File: src/rtl/load_store_unit_pkg.sv
// Shared types and helpers for the MEM-stage load/store unit.
// Optional feature macro: MISALIGNED_SPLIT_EN (split misaligned accesses into byte accesses).
package load_store_unit_pkg;

    localparam int unsigned ADDR_W = 32;
    localparam int unsigned DATA_W = 32;
    localparam int unsigned SIZE_W = 2;
    localparam int unsigned IDX_W  = 2;

    typedef logic [ADDR_W-1:0] word_address;
    typedef logic [DATA_W-1:0] word;
    typedef logic [SIZE_W-1:0] load_type;

    localparam load_type BYTE     = 2'd0;
    localparam load_type HALFWORD = 2'd1;
    localparam load_type WORD     = 2'd2;

    typedef enum logic [2:0] {
        IDLE,
        ISSUE,
        ISSUE_B,
        CAPTURE_B,
        RESP
    } lsu_state_t;

    typedef struct packed {
        logic        is_store;
        word_address addr;
        word         wdata;
        load_type    size;
        logic        is_unsigned;
    } lsu_req_t;

    // Only the two low address bits decide alignment.
    function automatic logic is_misaligned(input logic [1:0] addr_lo, input load_type lt);
        case (lt)
            HALFWORD: return addr_lo[0];
            WORD:     return |addr_lo;
            default:  return 1'b0;
        endcase
    endfunction

    function automatic logic [2:0] size_bytes(input load_type lt);
        case (lt)
            BYTE:     return 3'd1;
            HALFWORD: return 3'd2;
            default:  return 3'd4;
        endcase
    endfunction

    // Right-justify store data; unused upper bits are driven to zero.
    function automatic word store_align(input word data, input load_type lt);
        case (lt)
            BYTE:     return {24'h0, data[7:0]};
            HALFWORD: return {16'h0, data[15:0]};
            default:  return data;
        endcase
    endfunction

endpackage

File: src/rtl/load_store_unit_load_extender.sv
// Combinational sign/zero extension of right-justified load data.
module load_extender
    import load_store_unit_pkg::*;
(
    input  word      i_data,
    input  load_type i_size,
    input  logic     i_unsigned,
    output word      o_result_c
);

    always_comb begin
        o_result_c = i_data;
        case (i_size)
            BYTE:     o_result_c = {{24{~i_unsigned & i_data[7]}}, i_data[7:0]};
            HALFWORD: o_result_c = {{16{~i_unsigned & i_data[15]}}, i_data[15:0]};
            default:  o_result_c = i_data;
        endcase
    end

endmodule

File: src/rtl/load_store_unit.sv
// MEM-stage initiator for data_memory: one load/store at a time, big-endian, extended load data.
// Optional feature macro: MISALIGNED_SPLIT_EN (misaligned accesses split into byte accesses instead of faulting).
module load_store_unit
    import load_store_unit_pkg::*;
#(
    parameter int unsigned ADDR_WIDTH = 32,
    parameter int unsigned DATA_WIDTH = 32
) (
    input  logic                  clock,
    input  logic                  reset_n,
    input  logic                  req_valid,
    output logic                  req_ready,
    input  logic                  req_is_store,
    input  logic [ADDR_WIDTH-1:0] req_addr,
    input  logic [DATA_WIDTH-1:0] req_wdata,
    input  logic [1:0]            req_size,
    input  logic                  req_unsigned,
    output logic                  resp_valid,
    output logic [DATA_WIDTH-1:0] resp_rdata,
    output logic                  resp_fault,
    output logic                  mem_read,
    output logic                  mem_write,
    output logic [ADDR_WIDTH-1:0] mem_addr,
    output logic [DATA_WIDTH-1:0] mem_wdata,
    output logic [1:0]            mem_how_much,
    input  logic [DATA_WIDTH-1:0] mem_rdata
);

    lsu_state_t  r_state, w_next_state;
    lsu_req_t    r_req, w_req, w_in_req;
    logic        r_ready, r_resp_valid, r_fault, w_fault_nxt, w_accept;
    logic        r_mem_read, r_mem_write, w_read_nxt, w_write_nxt;
    word_address r_mem_addr, w_addr_nxt;
    word         r_mem_wdata, w_wdata_nxt, w_ext_src, w_ext;
    load_type    r_mem_how_much, w_how_nxt;
`ifdef MISALIGNED_SPLIT_EN
    logic             r_split, w_split_nxt;
    logic [IDX_W-1:0] r_idx, w_idx_nxt, w_last_idx, w_byte_sel;
    word              r_acc, w_acc_nxt;
    logic [7:0]       w_store_byte;
`endif

    assign w_accept = req_valid && r_ready;
    assign w_in_req = '{is_store: req_is_store, addr: req_addr, wdata: req_wdata,
                        size: req_size, is_unsigned: req_unsigned};

    // Next state, request capture and split bookkeeping.
    always_comb begin
        w_next_state = r_state;
        w_req        = r_req;
        w_fault_nxt  = 1'b0;
`ifdef MISALIGNED_SPLIT_EN
        w_split_nxt  = r_split;
        w_idx_nxt    = r_idx;
        w_acc_nxt    = r_acc;
        w_last_idx   = IDX_W'(size_bytes(r_req.size) - 3'd1);
`endif
        unique case (r_state)
            IDLE: begin
                if (w_accept) begin
                    w_req = w_in_req;
                    if (is_misaligned(req_addr[1:0], req_size)) begin
`ifdef MISALIGNED_SPLIT_EN
                        w_next_state = ISSUE_B;
                        w_split_nxt  = 1'b1;
                        w_idx_nxt    = '0;
                        w_acc_nxt    = '0;
`else
                        w_next_state = RESP;
                        w_fault_nxt  = 1'b1;
`endif
                    end else begin
                        w_next_state = ISSUE;
`ifdef MISALIGNED_SPLIT_EN
                        w_split_nxt  = 1'b0;
`endif
                    end
                end
            end
            ISSUE: w_next_state = RESP;
`ifdef MISALIGNED_SPLIT_EN
            ISSUE_B: w_next_state = CAPTURE_B;
            CAPTURE_B: begin
                w_acc_nxt = {r_acc[23:0], mem_rdata[7:0]};
                if (r_idx == w_last_idx) begin
                    w_next_state = RESP;
                end else begin
                    w_idx_nxt    = r_idx + IDX_W'(1);
                    w_next_state = ISSUE_B;
                end
            end
`endif
            RESP:    w_next_state = IDLE;
            default: w_next_state = IDLE;
        endcase
    end

    // Memory-side outputs for the coming cycle, decoded from next state so they leave a flop.
    always_comb begin
        w_read_nxt  = 1'b0;
        w_write_nxt = 1'b0;
        w_addr_nxt  = '0;
        w_wdata_nxt = '0;
        w_how_nxt   = WORD;
`ifdef MISALIGNED_SPLIT_EN
        w_byte_sel   = IDX_W'(size_bytes(w_req.size) - 3'd1) - w_idx_nxt;
        w_store_byte = 8'(w_req.wdata >> {w_byte_sel, 3'b000});
`endif
        case (w_next_state)
            ISSUE: begin
                w_read_nxt  = !w_req.is_store;
                w_write_nxt = w_req.is_store;
                w_addr_nxt  = w_req.addr;
                w_how_nxt   = w_req.size;
                if (w_req.is_store) w_wdata_nxt = store_align(w_req.wdata, w_req.size);
            end
`ifdef MISALIGNED_SPLIT_EN
            ISSUE_B: begin
                w_read_nxt  = !w_req.is_store;
                w_write_nxt = w_req.is_store;
                w_addr_nxt  = w_req.addr + ADDR_W'(w_idx_nxt);
                w_how_nxt   = BYTE;
                if (w_req.is_store) w_wdata_nxt = {24'h0, w_store_byte};
            end
`endif
            default: ;
        endcase
    end

    always_ff @(posedge clock or negedge reset_n) begin
        if (!reset_n) begin
            r_state        <= IDLE;
            r_req          <= '0;
            r_ready        <= 1'b1;
            r_resp_valid   <= 1'b0;
            r_fault        <= 1'b0;
            r_mem_read     <= 1'b0;
            r_mem_write    <= 1'b0;
            r_mem_addr     <= '0;
            r_mem_wdata    <= '0;
            r_mem_how_much <= WORD;
`ifdef MISALIGNED_SPLIT_EN
            r_split        <= 1'b0;
            r_idx          <= '0;
            r_acc          <= '0;
`endif
        end else begin
            r_state        <= w_next_state;
            r_req          <= w_req;
            r_ready        <= (w_next_state == IDLE);
            r_resp_valid   <= (w_next_state == RESP);
            r_fault        <= w_fault_nxt;
            r_mem_read     <= w_read_nxt;
            r_mem_write    <= w_write_nxt;
            r_mem_addr     <= w_addr_nxt;
            r_mem_wdata    <= w_wdata_nxt;
            r_mem_how_much <= w_how_nxt;
`ifdef MISALIGNED_SPLIT_EN
            r_split        <= w_split_nxt;
            r_idx          <= w_idx_nxt;
            r_acc          <= w_acc_nxt;
`endif
        end
    end

    // Aligned loads take data straight from the memory's output register.
`ifdef MISALIGNED_SPLIT_EN
    assign w_ext_src = r_split ? r_acc : mem_rdata;
`else
    assign w_ext_src = mem_rdata;
`endif

    load_extender u_load_extender (
        .i_data     (w_ext_src),
        .i_size     (r_req.size),
        .i_unsigned (r_req.is_unsigned),
        .o_result_c (w_ext)
    );

    assign req_ready    = r_ready;
    assign resp_valid   = r_resp_valid;
    assign resp_fault   = r_fault;
    assign resp_rdata   = (r_resp_valid && !r_req.is_store && !r_fault) ? w_ext : '0;
    assign mem_read     = r_mem_read;
    assign mem_write    = r_mem_write;
    assign mem_addr     = r_mem_addr;
    assign mem_wdata    = r_mem_wdata;
    assign mem_how_much = r_mem_how_much;

endmodule

File: config.mk
export PLATFORM = sky130hd
export DESIGN_NAME = load_store_unit
export DESIGN_NICKNAME = d
export VERILOG_FILES = /design/src/rtl/load_store_unit_pkg.sv /design/src/rtl/load_store_unit_load_extender.sv /design/src/rtl/load_store_unit.sv
export SDC_FILE = /design/constraint.sdc
export NUM_CORES = 1
export LEC_CHECK = 0
export ABC_AREA = 0
export ABC_CLOCK_PERIOD_IN_PS = 1900
export BUFFER_PORTS_ARGS = -buffer_cell sky130_fd_sc_hd__buf_2
export CAP_MARGIN = 10
export CORE_UTILIZATION = 40
export DETAILED_ROUTE_END_ITERATION = 8
export GPL_TIMING_DRIVEN = 0
export PLACE_DENSITY = 0.8
export SYNTH_ARGS = -nofsm -noshare
export SYNTH_HDL_FRONTEND = slang
export SYNTH_SLANG_ARGS = --single-unit
File: constraint.sdc
create_clock -name clock -period 1.9 [get_ports clock]
set_clock_uncertainty 0.2 [all_clocks]
set_input_delay 0 -clock clock [delete_from_list [all_inputs] [get_ports clock]]
set_output_delay 0 -clock clock [all_outputs]
set_load 0.01 [all_outputs]
==> flow_summary.json <==
{
  "failed_checks": "setup timing",
  "gr-max-usage-layer": "met2",
  "hold_path_end": "mem_wdata[8]",
  "critical-path-top-delay-family": "simple AND/OR/NAND/NOR gates",
  "r2r_setup_slk_ns": 0.10,
  "critical_path_depth": 4,
  "clock_sink_count": 78,
  "clock_transition_at_the_registers_of_the_reported_paths_ns": 0.08,
  "ir_drop_v": 0.000419,
  "cts_buffers": 9,
  "worst-endpoint-arrival_ns": 1.71,
  "synth_edf_count": 0,
  "place.port_buffers": 205,
  "grt-ovfl-total": 0,
  "timing.max_slew.rel_slack_pct": 60.3,
  "hold-worst-slack_ns": 0.0313,
  "fp.dieW_um": 90.2,
  "drv_cap": 0,
  "post-place-ws_ns": 0.106,
  "postSynthAreaPerCell_um2": 10.7,
  "groute.usage.overall_pct": 26.6,
  "yosysSeqAreaShare_pct": 62.8,
  "cellLeakagePower_nw": 3.08,
  "result_of_the_run": "finished, violations left",
  "ctsHtreeMaxLevel": 3,
  "hpwlAfterDp_mm": 6.33,
  "cts.root.buffer_cell": "sky130_fd_sc_hd__clkbuf_8",
  "via_count_of_the_routed_design": 3403,
  "i_o_pin_count": 206,
  "synthesis.instances": 290,
  "seq_area_um2": 1960,
  "clk_path_buf_depth": 2,
  "finalCritPeriodShare_pct": 101,
  "worst_pin_slew_ns": 0.594,
  "final_hold_viol_count": 0,
  "core_region_area_um2": 7370,
  "synthArstFlopShare_pct": 100,
  "drt-vias-per-instance": 4.84,
  "worstPathMaxFanout": 8,
  "grt_start_max_net_pins": 76,
  "total_area_of_multi_input_combinational_cells_um2": 1050,
  "fmax_ghz": 0.522,
  "crit_buf_inv": 2,
  "number_of_distinct_library_cells_after_synthesis": 28,
  "max_stage_delay_on_crit_path_ns": 0.55,
  "die_h_um": 90.2,
  "start_util_pct": 42.2,
  "period_minus_slack_ns": 1.91,
  "regToRegStartpoint": "req_ready",
  "path_class": "register to output pin",
  "critical_path.cell_chain": "or4b_1 > buf_6 > a21oi_1 > buf_2",
  "detail_route.wl_per_cell_um": 15.5,
  "global_route.usage.met1_pct": 30.1,
  "die_area_um2": 8130,
  "dr.pass1.iters": 4,
  "remaining_drc_errors": 0,
  "whs_path_depth": 3,
  "ant_nets": 0,
  "antenna_cells": 0,
  "yosys_warnings": 0,
  "slowest_stage": "sky130_fd_sc_hd__or4b_1",
  "powerDensity_nw_per_um2": 709,
  "tns_ns": -0.0413,
  "endpoints_failing_setup": 9,
  "dominantRegCellSynth": "sky130_fd_sc_hd__dfrtp_1",
  "grt_use_met3_pct": 5.58,
  "number_of_rows_created_at_floorplan": 31,
  "filler_cell_count": 511,
  "num-nets-final": 704,
  "worst_r2r_endpoint": "mem_wdata[13]",
  "critical_path.startpoint_type": "register",
  "grt_pass1_wl_mm": 17.0,
  "place_congestion": 0.847,
  "hp-class": "input pin to register",
  "postLayoutCoreUtil_pct": 74.7,
  "gr-usage-met2_pct": 49.2,
  "critPathRequiredTime_ns": 1.70,
  "first_global_vias": 3509,
  "layout-area-overhead-vs-synth_pct": 76.9,
  "worst_r2r_path_depth": 5,
  "detail_route.wirelength_mm": 10.9,
  "synth_seq_cells": 78,
  "final_layout_size_suffix_gt1_share_pct": 44.2,
  "setup_repair_after_global_routing_missed_its_margin": "yes",
  "number_of_nets_produced_by_synthesis": 395,
  "final_critical_path_setup_slack_ns": -0.0140,
  "netlist_area_um2": 3110,
  "worst_skew_pair.late_latency_ns": 0.34,
  "launch_instance_of_the_worst_min_delay_path": "req_size[0]",
  "endpoint_kind": "output pin",
  "antenna_found_initial": 0,
  "initial_drt_markers": 71,
  "report.final.slew_viol_count": 0,
  "cts_tree": "done"
}
## synthesized netlist by cell type, drive strengths merged (2+ instances only)
master | n | area (µm²)
dfrtp | 76 | 1900
nand2 | 43 | 161
and3 | 33 | 206
a21oi | 25 | 125
nor3 | 20 | 100
clkbuf | 17 | 65.1
buf | 14 | 87.6
o21ai | 13 | 68.8
and2 | 10 | 62.6
nor4 | 8 | 50.1
and4 | 6 | 52.6
mux2 | 5 | 56.3
nor2 | 4 | 15.0
nand3 | 3 | 15.0
dfstp | 2 | 52.6
ha | 2 | 25.0
inv | 2 | 7.51
## state kept, by name, indices dropped and copies added (netlist names), 2 cells and up
name,count
mem_addr,32
mem_wdata,32
r_req,4
mem_how_much,2
r_state,3
## cells in the final DEF, fill, tap and decap left out, types with 3 or more instances in the layout
cell | Yosys | layout
sky130_fd_sc_hd__nand3_1 | 3 | 3
sky130_fd_sc_hd__buf_4 | 2 | 7
sky130_fd_sc_hd__dlygate4sd3_1 | 0 | 89
sky130_fd_sc_hd__o21ai_0 | 12 | 12
sky130_fd_sc_hd__clkbuf_8 | 0 | 9
sky130_fd_sc_hd__buf_2 | 10 | 210
sky130_fd_sc_hd__clkbuf_1 | 16 | 10
sky130_fd_sc_hd__nand2_1 | 43 | 43
sky130_fd_sc_hd__nor2_1 | 4 | 4
sky130_fd_sc_hd__and4_1 | 6 | 6
sky130_fd_sc_hd__and3_1 | 33 | 33
sky130_fd_sc_hd__dfrtp_1 | 76 | 75
sky130_fd_sc_hd__buf_6 | 2 | 8
sky130_fd_sc_hd__and2_1 | 10 | 10
sky130_fd_sc_hd__nor3_1 | 20 | 20
sky130_fd_sc_hd__a21oi_2 | 0 | 9
sky130_fd_sc_hd__nor4_1 | 8 | 8
sky130_fd_sc_hd__clkbuf_2 | 1 | 5
sky130_fd_sc_hd__mux2_2 | 5 | 4
sky130_fd_sc_hd__a21oi_1 | 25 | 16
## what timing repair did
item	4_1_cts	5_1_grt
endpoints found under the hold margin	149	0
pin swaps	3	1
setup buffers	6	0
hold buffers	89	0
gates resized for setup	16	15
setup endpoints to repair	24	40
gates cloned	1	0
## worst reg2reg max path: cells and delay by family (launching register included)
kind | cells | cell delay (ns)
flip-flops | 1 | 0.55
buffers and inverters | 2 | 0.35
AND/OR/NAND/NOR | 3 | 0.59
## report_power, final
group | switching [W] | internal, W
Combinational | 0.000453 | 0.000434
Sequential | 0.0000408 | 0.00174
Clock | 0.000615 | 0.000619
Total | 0.00111 | 0.00279
## per-stage QoR
step,area [µm²],power [W],instances
after global routing,5500,0.00408,703
after floorplan,3110,0.00215,290
after detailed placement,4290,0.00245,595
final,5500,0.00390,703
after global placement,4260,0.00243,594
after CTS,5480,0.00387,704
## per-layer routing
metal | share of wire (%) | routed length, µm
met1 | 39 | 4250
met2 | 53 | 5750
met3 | 5.5 | 601
met4 | 2.7 | 291
met5 | 0 | 0
## how the worst max path moves through the flow
stage,to,from,slack (ns)
after floorplan,mem_wdata[10],req_ready,0.29
after global placement,resp_valid,req_size[1],0.12
after detailed placement,resp_valid,req_size[1],0.11
after CTS,resp_rdata[25],r_req[1],-0.04
after global routing,resp_rdata[22],r_req[2],-0.1
final,resp_rdata[15],r_req[1],-0.01
## layout make-up
type / count / area share [%]
Multi-Input combinational cell: 179 / 19.0
Tap cell: 99 / 2.25
Timing Repair Buffer: 302 / 36.5
Buffer: 27 / 2.91
Clock buffer: 10 / 2.32
Sequential cell: 78 / 35.5
Clock inverter: 6 / 1.27
Inverter: 2 / 0.136
## kinds of logic (layout without fill, tap and decap cells)
logic type | after synthesis | after routing | share of synthesized area (%)
adder cells (fa/ha/maj) | 2 | 2 | 0.804
flip-flops | 78 | 78 | 62.8
buffers and inverters | 33 | 347 | 5.15
AO/OA/AOI/OAI | 39 | 39 | 6.48
AND/OR/NAND/NOR | 132 | 132 | 22.8
multiplexers | 5 | 5 | 1.81
other | 1 | 1 | 0.121
No activity file was read; power rests on OpenSTA's default activity.
